**config.mk**
```make
export PLATFORM = sky130hd
export DESIGN_NAME = stopwatch_controls
export DESIGN_NICKNAME = d
export VERILOG_FILES = /design/src/rtl/stopwatch_controls_pkg.sv /design/src/rtl/stopwatch_controls_button_debouncer.sv /design/src/rtl/stopwatch_controls.sv
export SDC_FILE = /design/constraint.sdc
export NUM_CORES = 1
export LEC_CHECK = 0
export CAP_MARGIN = 5
export CORE_MARGIN = 1.5
export CORE_UTILIZATION = 41
export CTS_CLUSTER_SIZE = 16
export DETAILED_ROUTE_END_ITERATION = 10
export GPL_TIMING_DRIVEN = 0
export PLACE_DENSITY = 0.6
export RECOVER_POWER = 50
export SLEW_MARGIN = 15
export SYNTH_ARGS = -nofsm -noshare
export SYNTH_HDL_FRONTEND = slang
export SYNTH_SLANG_ARGS = --single-unit
```
**constraint.sdc**
```tcl
create_clock -name clk -period 4.2 [get_ports clk]
set_input_delay 1.26 -clock clk [delete_from_list [all_inputs] [get_ports clk]]
set_output_delay 1.26 -clock clk [all_outputs]
set_load 0.02 [all_outputs]
```
**src/rtl/stopwatch_controls_pkg.sv**
```systemverilog
// rtl/stopwatch_controls_pkg.sv - stopwatch state codes, defaults and transition rule
package stopwatch_controls_pkg;

  typedef enum logic [1:0] {
    ST_ZERO    = 2'd0,
    ST_RUN     = 2'd1,
    ST_PAUSE   = 2'd2,
    ST_ILLEGAL = 2'd3
  } sw_state_e;

  localparam int DEFAULT_DEBOUNCE_CYCLES = 500000;
  localparam int DEFAULT_SYNC_STAGES     = 2;

  typedef struct packed {
    sw_state_e state;
    logic      clear;
  } sw_step_t;

  // Clear beats start only in PAUSE; in ZERO and RUN a simultaneous start wins.
  function automatic sw_step_t sw_next(input sw_state_e cur, input logic start, input logic clear);
    sw_step_t s;
    s.state = cur;
    s.clear = 1'b0;
    case (cur)
      ST_ZERO: begin
        if (start)      s.state = ST_RUN;
        else if (clear) s.clear = 1'b1;
      end
      ST_RUN: begin
        if (start) s.state = ST_PAUSE;
      end
      ST_PAUSE: begin
        if (clear) begin
          s.state = ST_ZERO;
          s.clear = 1'b1;
        end else if (start) begin
          s.state = ST_RUN;
        end
      end
      default: s.state = ST_ZERO;
    endcase
    return s;
  endfunction

endpackage

```
**src/rtl/stopwatch_controls_button_debouncer.sv**
```systemverilog
// rtl/stopwatch_controls_button_debouncer.sv - button synchroniser, debouncer and press strobe
module button_debouncer
  import stopwatch_controls_pkg::*;
#(
  parameter int DEBOUNCE_CYCLES = DEFAULT_DEBOUNCE_CYCLES,
  parameter int SYNC_STAGES     = DEFAULT_SYNC_STAGES
) (
  input  logic clk,
  input  logic reset_n,
  input  logic raw,
  output logic level,
  output logic press
);

  localparam int CW = (DEBOUNCE_CYCLES > 1) ? $clog2(DEBOUNCE_CYCLES) : 1;
  localparam logic [CW-1:0] CNT_LAST = CW'(DEBOUNCE_CYCLES - 1);

  logic [SYNC_STAGES-1:0] r_sync;
  logic [CW-1:0]          r_cnt;
  logic                   r_level;
  logic                   r_press;
  logic                   w_sync;

  assign w_sync = r_sync[SYNC_STAGES-1];

  always_ff @(posedge clk or negedge reset_n) begin
    if (!reset_n) begin
      r_sync  <= '0;
      r_cnt   <= '0;
      r_level <= 1'b0;
      r_press <= 1'b0;
    end else begin
      r_sync  <= {r_sync[SYNC_STAGES-2:0], raw};
      r_press <= 1'b0;
      if (w_sync == r_level) begin
        r_cnt <= '0;
      end else if (r_cnt == CNT_LAST) begin
        // Strobe is registered with the level flip so it lands one clk ahead of the FSM.
        r_level <= w_sync;
        r_cnt   <= '0;
        r_press <= w_sync;
      end else begin
        r_cnt <= r_cnt + 1'b1;
      end
    end
  end

  assign level = r_level;
  assign press = r_press;

endmodule

```
**src/rtl/stopwatch_controls.sv**
```systemverilog
// rtl/stopwatch_controls.sv - stopwatch run/pause/clear control front end
module stopwatch_controls
  import stopwatch_controls_pkg::*;
#(
  parameter int DEBOUNCE_CYCLES = DEFAULT_DEBOUNCE_CYCLES,
  parameter int SYNC_STAGES     = DEFAULT_SYNC_STAGES
) (
  input  logic       clk,
  input  logic       reset_n,
  input  logic       btn_start_raw,
  input  logic       btn_clear_raw,
  output logic       hold_count,
  output logic       clear_pulse,
  output logic       running,
  output logic [1:0] state
);

  logic      w_start_press;
  logic      w_clear_press;
  sw_step_t  w_step;
  sw_state_e r_state;
  logic      r_hold;
  logic      r_clear;
  logic      r_running;

  button_debouncer #(.DEBOUNCE_CYCLES(DEBOUNCE_CYCLES), .SYNC_STAGES(SYNC_STAGES)) u_start (
    .clk(clk), .reset_n(reset_n), .raw(btn_start_raw), .level(), .press(w_start_press)
  );

  button_debouncer #(.DEBOUNCE_CYCLES(DEBOUNCE_CYCLES), .SYNC_STAGES(SYNC_STAGES)) u_clear (
    .clk(clk), .reset_n(reset_n), .raw(btn_clear_raw), .level(), .press(w_clear_press)
  );

  assign w_step = sw_next(r_state, w_start_press, w_clear_press);

  // Outputs are decoded from the next state so they change together with it.
  always_ff @(posedge clk or negedge reset_n) begin
    if (!reset_n) begin
      r_state   <= ST_ZERO;
      r_hold    <= 1'b1;
      r_clear   <= 1'b0;
      r_running <= 1'b0;
    end else begin
      r_state   <= w_step.state;
      r_hold    <= (w_step.state != ST_RUN);
      r_running <= (w_step.state == ST_RUN);
      r_clear   <= w_step.clear;
    end
  end

  assign hold_count  = r_hold;
  assign clear_pulse = r_clear;
  assign running     = r_running;
  assign state       = r_state;

endmodule

```
* Word-level counts from Yosys, hierarchy flattened
Cells that the tools add are included. W data, S select, Z words.
Cells by class: bitwise gates (word level) 2, reductions and logical operators 3, $add $sub $neg 2, multiplexer cells 15, equal/unequal tests 8
Operator list (number):
- $mux W19 | 4
- $add A19 B1 Y19 const B | 2
- $eq A19 B19 Y1 const B | 2
- $mux W1 | 6
- $mux W2 | 3
- $pmux W2 S3 | 1
- $eq A2 B1 Y1 const B | 2
- $reduce_and A2 Y1 | 2
- $eq A1 B1 Y1 | 2
- $eq A2 B2 Y1 const B | 1
- $logic_not A2 Y1 | 1
- $ne A2 B1 Y1 const B | 1
- $not A1 Y1 | 2
- $pmux W1 S2 | 1
Word-level totals: output and inout port bits 5, register bits 51

* Depth between registers and ports, before layout
Gate-level depths: netlist of run 1.
depth after elaboration 4, mapped depth 7, depth with buffers taken out 5

* By module
A second synthesis of run 1 with hierarchy kept.
Unflattened totals: cells, all modules 230, area total of the unflattened synthesis 2462.4 µm²
Modules (own cells, without submodules):
- button_debouncer (u_clear) | sequential area each 575.6 µm², cells each 106, area each 1144.8 µm², times used 1
- button_debouncer (u_start) | sequential area each 575.6 µm², cells each 110, area each 1118.6 µm², times used 1
- stopwatch_controls | sequential area each 126.4 µm², cells each 14, area each 198.9 µm², times used 1

* Least setup slack after synthesis of run 1
Ideal clock, no wire load.
kind register -> output, from reg r_hold (netlist: hold_count), to out hold_count, stages on the path, launching flop included 1, buffers on the path 0, arrival 554 ps, required time 2940 ps, path slack 2386 ps, cells stage by stage dfstp_2
RTL lines:
- start, declared | line stopwatch_controls.sv:22 | logic r_hold;
- start signal, assigned | line stopwatch_controls.sv:45 | r_hold <= (w_step.state != ST_RUN);
- end, declared | line stopwatch_controls.sv:12 | output logic hold_count,
No word-level cell between the ends.

* Final worst setup path of run 1
from reg r_hold (netlist: hold_count), to out hold_count
No word-level cell between the ends.

==> results of run 1 <==
==> worst register-to-register path: stages (launching register included) <==
cell	delay, ns
dfrtp_1	0.43
ha_1	0.25
nand4_2	0.30
o41ai_4	0.61
buf_2	0.33
nor2_1	0.08
==> flip-flops by register name (all words and copies together) (netlist names), 2 cells and up <==
register	count
u_start.r_sync	2
u_clear.r_sync	2
u_start.r_cnt	19
u_clear.r_cnt	19
state	2
==> routing by layer <==
metal,global-route usage (%),routed length [um],up-vias
met1,23.3,2270,808
met5,0,0,-
met3,3.09,157,6
met2,21.5,1710,25
li1,-,-,834
met4,8.07,64,0
==> kinds of logic after synthesis <==
family | synth area share (%)
buf+inv | 2.14
xor+xnor | 11.3
flops | 53.4
fa+ha+maj | 1.05
mux | 0.941
simple gates | 25.8
compound gates | 5.33
==> cell usage after synthesis, types with 2 or more instances <==
master and instances:
and3_1 2, xor2_1 7, nor3b_1 3, or3_1 3, or4_4 2, nand4_1 10, buf_4 2, xnor2_1 24
a21oi_1 6, nor3_1 10, o21ai_0 4, inv_1 7, nand2_1 14, dfrtp_1 50, nor2_1 34, nand3_1 12
nor4_1 9, mux2_1 2, or4_1 2, ha_1 2
==> power breakdown <==
part / switching (uW) / total [uW] / internal (uW)
registers: 6.39 / 504 / 497
logic: 20.9 / 32.8 / 11.8
clock network: 156 / 273 / 117
total: 183 / 810 / 626
==> path summary, 6_finish.rpt <==
path | from | to | slack, ns
min | u_start.r_sync[0] | u_start.r_sync[1] | 0.35
max | hold_count | hold_count | 1.53
min in group asynchronous | reset_n | u_clear.r_cnt[13] | 1.11
min reg2reg | u_start.r_sync[0] | u_start.r_sync[1] | 0.35
max reg2reg | u_start.r_cnt[0] | u_start.r_cnt[14] | 2.09
max in group asynchronous | reset_n | hold_count | 2.31
==> per-stage QoR <==
step,hold slack [ns],worst slack (ns)
after detailed placement,0.335,1.86
final,0.353,1.53
after floorplan,0.331,2.39
after global placement,0.332,0.341
after global routing,0.360,1.48
after CTS,0.355,1.52
==> layout make-up <==
| cell class | instances | area share, % |
|---|---|---|
| repair buffers | 9 | 3.53 |
| clock buffers | 7 | 2.87 |
| multi-input cells | 165 | 40.0 |
| clock inverters | 1 | 0.188 |
| inverters | 7 | 0.988 |
| plain buffers | 4 | 0.941 |
| well taps | 72 | 3.39 |
| flip-flops and latches | 51 | 48.0 |
==> results.md, run 1 <==
* DRC viols at 0
* H-Tree Depth at 2
* Largest net degree at the start of global routing at 35
* Initial antenna violation count at 0
* Dpl cells at 308
* Register area share after synthesis at 53.4%
* FMAX at 0.375 GHz
* Worst path required time at 2.94 ns
* Total CTS buffers at 5
* Crit path max fanout at 1
* Initial Utilization at 42.9%
* Fin Setup TNS at 0 ns
* Post-synthesis net count at 233
* Post_cts resized at 0
* FF+latch count, synth at 51
* Crit-path max cell delay at 0.59 ns
* Reg2Reg Depth at 5
* Most used DFF post-synth: dfrtp_1
* Setup Crit Path Kind: flip-flop to output port
* Min Tclk post-route at 2.67 ns
* # diodes at 0
* GRT overflow at 0
* Setup-failing EPs final at 0
* Final Skew at 0.00461 ns
* Final Net Count at 249
* CP Capture Type: output port
* Final WL at 4.20 mm
* Synth area leaders: dfrtp_1 52%, xnor2_1 8.8%, nor2_1 5.3%, nand4_1 2.6%, xor2_1 2.6%
* Hold crit path type: flip-flop to flip-flop
* EDFF count, synth at 0
* Worst IR Drop VDD at 0.000120 V
* Share of cells above drive strength 1 at 9.02%
* First-pass GRT wire length at 7.55 mm
* DR WL/cell at 13.3 um
* Family with the most delay on the worst path: buffers and inverters
* Synth Instances at 227
* Vias per inst at 5.29
* Pwr dens at 305 nW/um2
* FF+latch area at 1280 um2
* Buffers on Ports at 8
* Die width at 79.4 um
* Starting DRT DRC Count at 94
* Yosys warns at 0
* DR pass1 iterations at 4
* Status: finished clean
* CTS clk-pin slew, worst paths at 0.09 ns
* Multi-input gate area at 1060 um2
* GR Util All Layers at 15.7%
* Crit-path slowest cell: clkdlybuf4s50_1
* CP startpoint kind: flip-flop
* Post-DP HPWL at 2.94 mm
* Post-CTS Repair Setup Buffers at 0
* Unique masters post-synth at 42
* Cell Chain, Critical Path: clkdlybuf4s50_1
* Endpoints failing hold at 0
* Final Instance Area at 2660 um2
* Post-synth ARST share at 100%
* Num Clock Sinks at 51
* Die area at 6310 um2
* Vias in the first global route at 1,609
* Longest Clk Path Bufs at 2
* Number of cell rows at 27
* Final worst path period share at 63.5%
* RSZ-0062 raised after global routing: no
* I/O Pins at 9
* Critical path buffers and inverters at 1
* Die H at 79.4 um
* Core area at 5570 um2
* DR vias at 1,673
* Syn_area_per_cell at 10.5 um2
* Hold Crit Depth at 0
* Slew @ Worst Pin at 1.04 ns
* Area leader, netlist: dfrtp_1
* Commonest cells after routing, fill and taps aside: 50 x dfrtp_1, 34 x nor2_1, 24 x xnor2_1
* Area Growth Syn to Fin at 11.1%
* Placed instance area at 2580 um2
* Share of the synthesized area in the top cell type at 52.3%
* Fin util at 47.7%
* Antenna-violating nets left at 0
* Clock latency on the worst-skew pair at 0.30 ns
* Pleak at 0.00107 uW
* CP arrival at 1.41 ns
* Gp weighted congestion at 0.732
* Synthesized area at 2390 um2
* Root buffer cell: clkbuf_8
* Slew headroom at 30.5%
* Critical path depth at 1
* Max-cap violations at 0
* CTS hold repair buffers at 0
* CTS tree: yes
* Slew Limit Fails at 0
* Finished Layout Cells at 316
* Filler cells at 546
* Most common cell after layout, fill and taps aside: dfrtp_1
* Tot Pwr at 810 uW
No activity file was read; power rests on OpenSTA's default activity.
==> run 2: changes to the inputs <==
--- a/config.mk
+++ b/config.mk
@@ -11,7 +11,7 @@
 export CTS_CLUSTER_SIZE = 16
 export DETAILED_ROUTE_END_ITERATION = 10
 export GPL_TIMING_DRIVEN = 0
-export PLACE_DENSITY = 0.6
+export PLACE_DENSITY = 0.62
 export RECOVER_POWER = 50
 export SLEW_MARGIN = 15
 export SYNTH_ARGS = -nofsm -noshare
==> constraint.sdc (replaced) <==
create_clock -name clk -period 2.3 [get_ports clk]
set_input_delay 0.69 -clock clk [delete_from_list [all_inputs] [get_ports clk]]
set_output_delay 0.69 -clock clk [all_outputs]
set_load 0.02 [all_outputs]
==> run 2 against run 1 <==
- via count fell by 0.66%
- non-clock buffer count did not move
- sequential share of layout area barely moved
- routed wire length fell by 3.7%
- cell count did not move
- clock skew rose by 0.0035 ns
- clock power rose by 79%
- critical path depth did not move
==> results.md, run 2 (synthesis gave the netlist of run 1 again) <==
* Slew headroom at 12.4%
* Setup-failing EPs final at 0
* Reg-to-reg slack, setup at 0.23 ns
* Routed wl met2 at 1.68 mm
* Placed instance area at 2580 um2
* Endpoints failing hold at 0
* Die area at 6310 um2
* CP Capture Type: output port
* Endpoint, Worst Hold: u_start.r_sync[1]
* Top layer in use: met4
* CP arrival at 1.39 ns
* Setup Crit Path Kind: flip-flop to output port
* Worst r2r dst: u_clear.r_cnt[9]
* Most common cell after layout, fill and taps aside: dfrtp_1
* H-Tree Depth at 2
* CTS clk-pin slew, worst paths at 0.08 ns
* Total CTS buffers at 5
* Multi-input gate area at 1060 um2
* Final Net Count at 249
* Crit-path max cell delay at 0.59 ns
* Die H at 79.4 um
* Crit-path slowest cell: clkdlybuf4s50_1
* Commonest cells after routing, fill and taps aside: 50 x dfrtp_1, 34 x nor2_1, 24 x xnor2_1
* FF+latch area at 1280 um2
* Root buffer cell: clkbuf_8
* Final Skew at 0.00814 ns
* Min-delay src: u_start.r_sync[0]
* Clock latency on the worst-skew pair at 0.30 ns
* GRT overflow at 0
* DR pass1 iterations at 4
* Slew Limit Fails at 0
* GR Util All Layers at 15.0%
* RSZ-0062 raised after global routing: no
* CTS tree: yes
* # diodes at 0
* Min Tclk post-route at 2.08 ns
* Number of cell rows at 27
* Hold crit path type: flip-flop to flip-flop
* Post-CTS Repair Setup Buffers at 0
* Largest net degree at the start of global routing at 29
* Slew @ Worst Pin at 1.31 ns
* FMAX at 0.480 GHz
* Pwr dens at 552 nW/um2
* Final WL at 4.04 mm
* Reg2Reg Depth at 6
* Post_cts resized at 0
* First-pass GRT wire length at 7.28 mm
* Buffers on Ports at 8
* Core area at 5570 um2
* DRC viols at 0
* CTS hold repair buffers at 0
* Crit path max fanout at 1
* Largest registers: u_clear.r_cnt (19), u_start.r_cnt (19)
* Post-Place Worst Slack at 0.198 ns
* Wire length on met1 at 2.16 mm
* Area Growth Syn to Fin at 11.0%
* DR vias at 1,662
* CP startpoint kind: flip-flop
* Post-DP HPWL at 2.90 mm
* Final Instance Area at 2660 um2
* Longest Clk Path Bufs at 2
* Hold Crit Depth at 0
* Gp weighted congestion at 0.754
* Cell Chain, Critical Path: clkdlybuf4s50_1
* Vias in the first global route at 1,560
* Setup ws final at 0.216 ns
* Worst path required time at 1.61 ns
* DR WL/cell at 12.8 um
* Num Clock Sinks at 51
* Initial antenna violation count at 0
* Antenna-violating nets left at 0
* I/O Pins at 9
* Critical path buffers and inverters at 1
* Die width at 79.4 um
* Critical R2R Launch: u_clear.r_cnt[11]
* Filler cells at 520
* Starting DRT DRC Count at 163
* Worst IR Drop VDD at 0.000255 V
* Pleak at 0.00107 uW
* Max-cap violations at 0
* Final worst path period share at 90.6%
* Vias per inst at 5.26
* Share of cells above drive strength 1 at 8.61%
* Met3 WL at 130 um
* Initial Utilization at 42.9%
* Family with the most delay on the worst path: buffers and inverters
* Status: finished clean
run 2: cell type report:
cell class                 count  share of cell area [%]
inverter                       7                   0.989
sequential                    51                    48.1
tap                           72                    3.39
multi-input combinational    165                    40.1
clock buffer                   8                    3.01
timing repair buffer           9                    3.53
buffer                         4                   0.942
run 2: stage by stage:
| stage | std cells | util [%] | TNS [ns] | power, uW | hold WS [ns] |
|---|---|---|---|---|---|
| floorplan | 227 | - | 0 | 964 | 0.331 |
| global placement | 307 | 46.0 | -50.62 | 996 | 0.335 |
| detailed placement | 308 | 46.3 | 0 | 1000 | 0.335 |
| CTS | 316 | 47.7 | 0 | 1490 | 0.355 |
| global route | 316 | 47.7 | 0 | 1540 | 0.366 |
| finish | 316 | 47.7 | 0 | 1470 | 0.353 |
run 2: how the worst max path moves through the flow:
stage,startpoint,to,slack (ns),cells after the start
after global routing,u_start.r_cnt[0],u_start.r_cnt[10],0.04,5
after CTS,u_start.r_cnt[0],u_start.r_cnt[8],0.19,5
final,hold_count,hold_count,0.22,1
after global placement,reset_n,u_start.r_cnt[11],-1.01,1
after floorplan,u_start.r_cnt[0],u_start.level,0.50,4
after detailed placement,u_start.r_cnt[0],u_start.r_cnt[8],0.20,5
run 2: per-layer routing:
layer	up-vias	track usage [%]
met5	-	0
met4	0	6.67
met3	7	2.97
met2	24	21.5
met1	806	21.8
li1	825	-
run 2: power by group:
part           internal, uW  switching [uW]  total (uW)
combinational          21.5            37.5        59.0
sequential              908            11.8         920
clock                   217             271         488
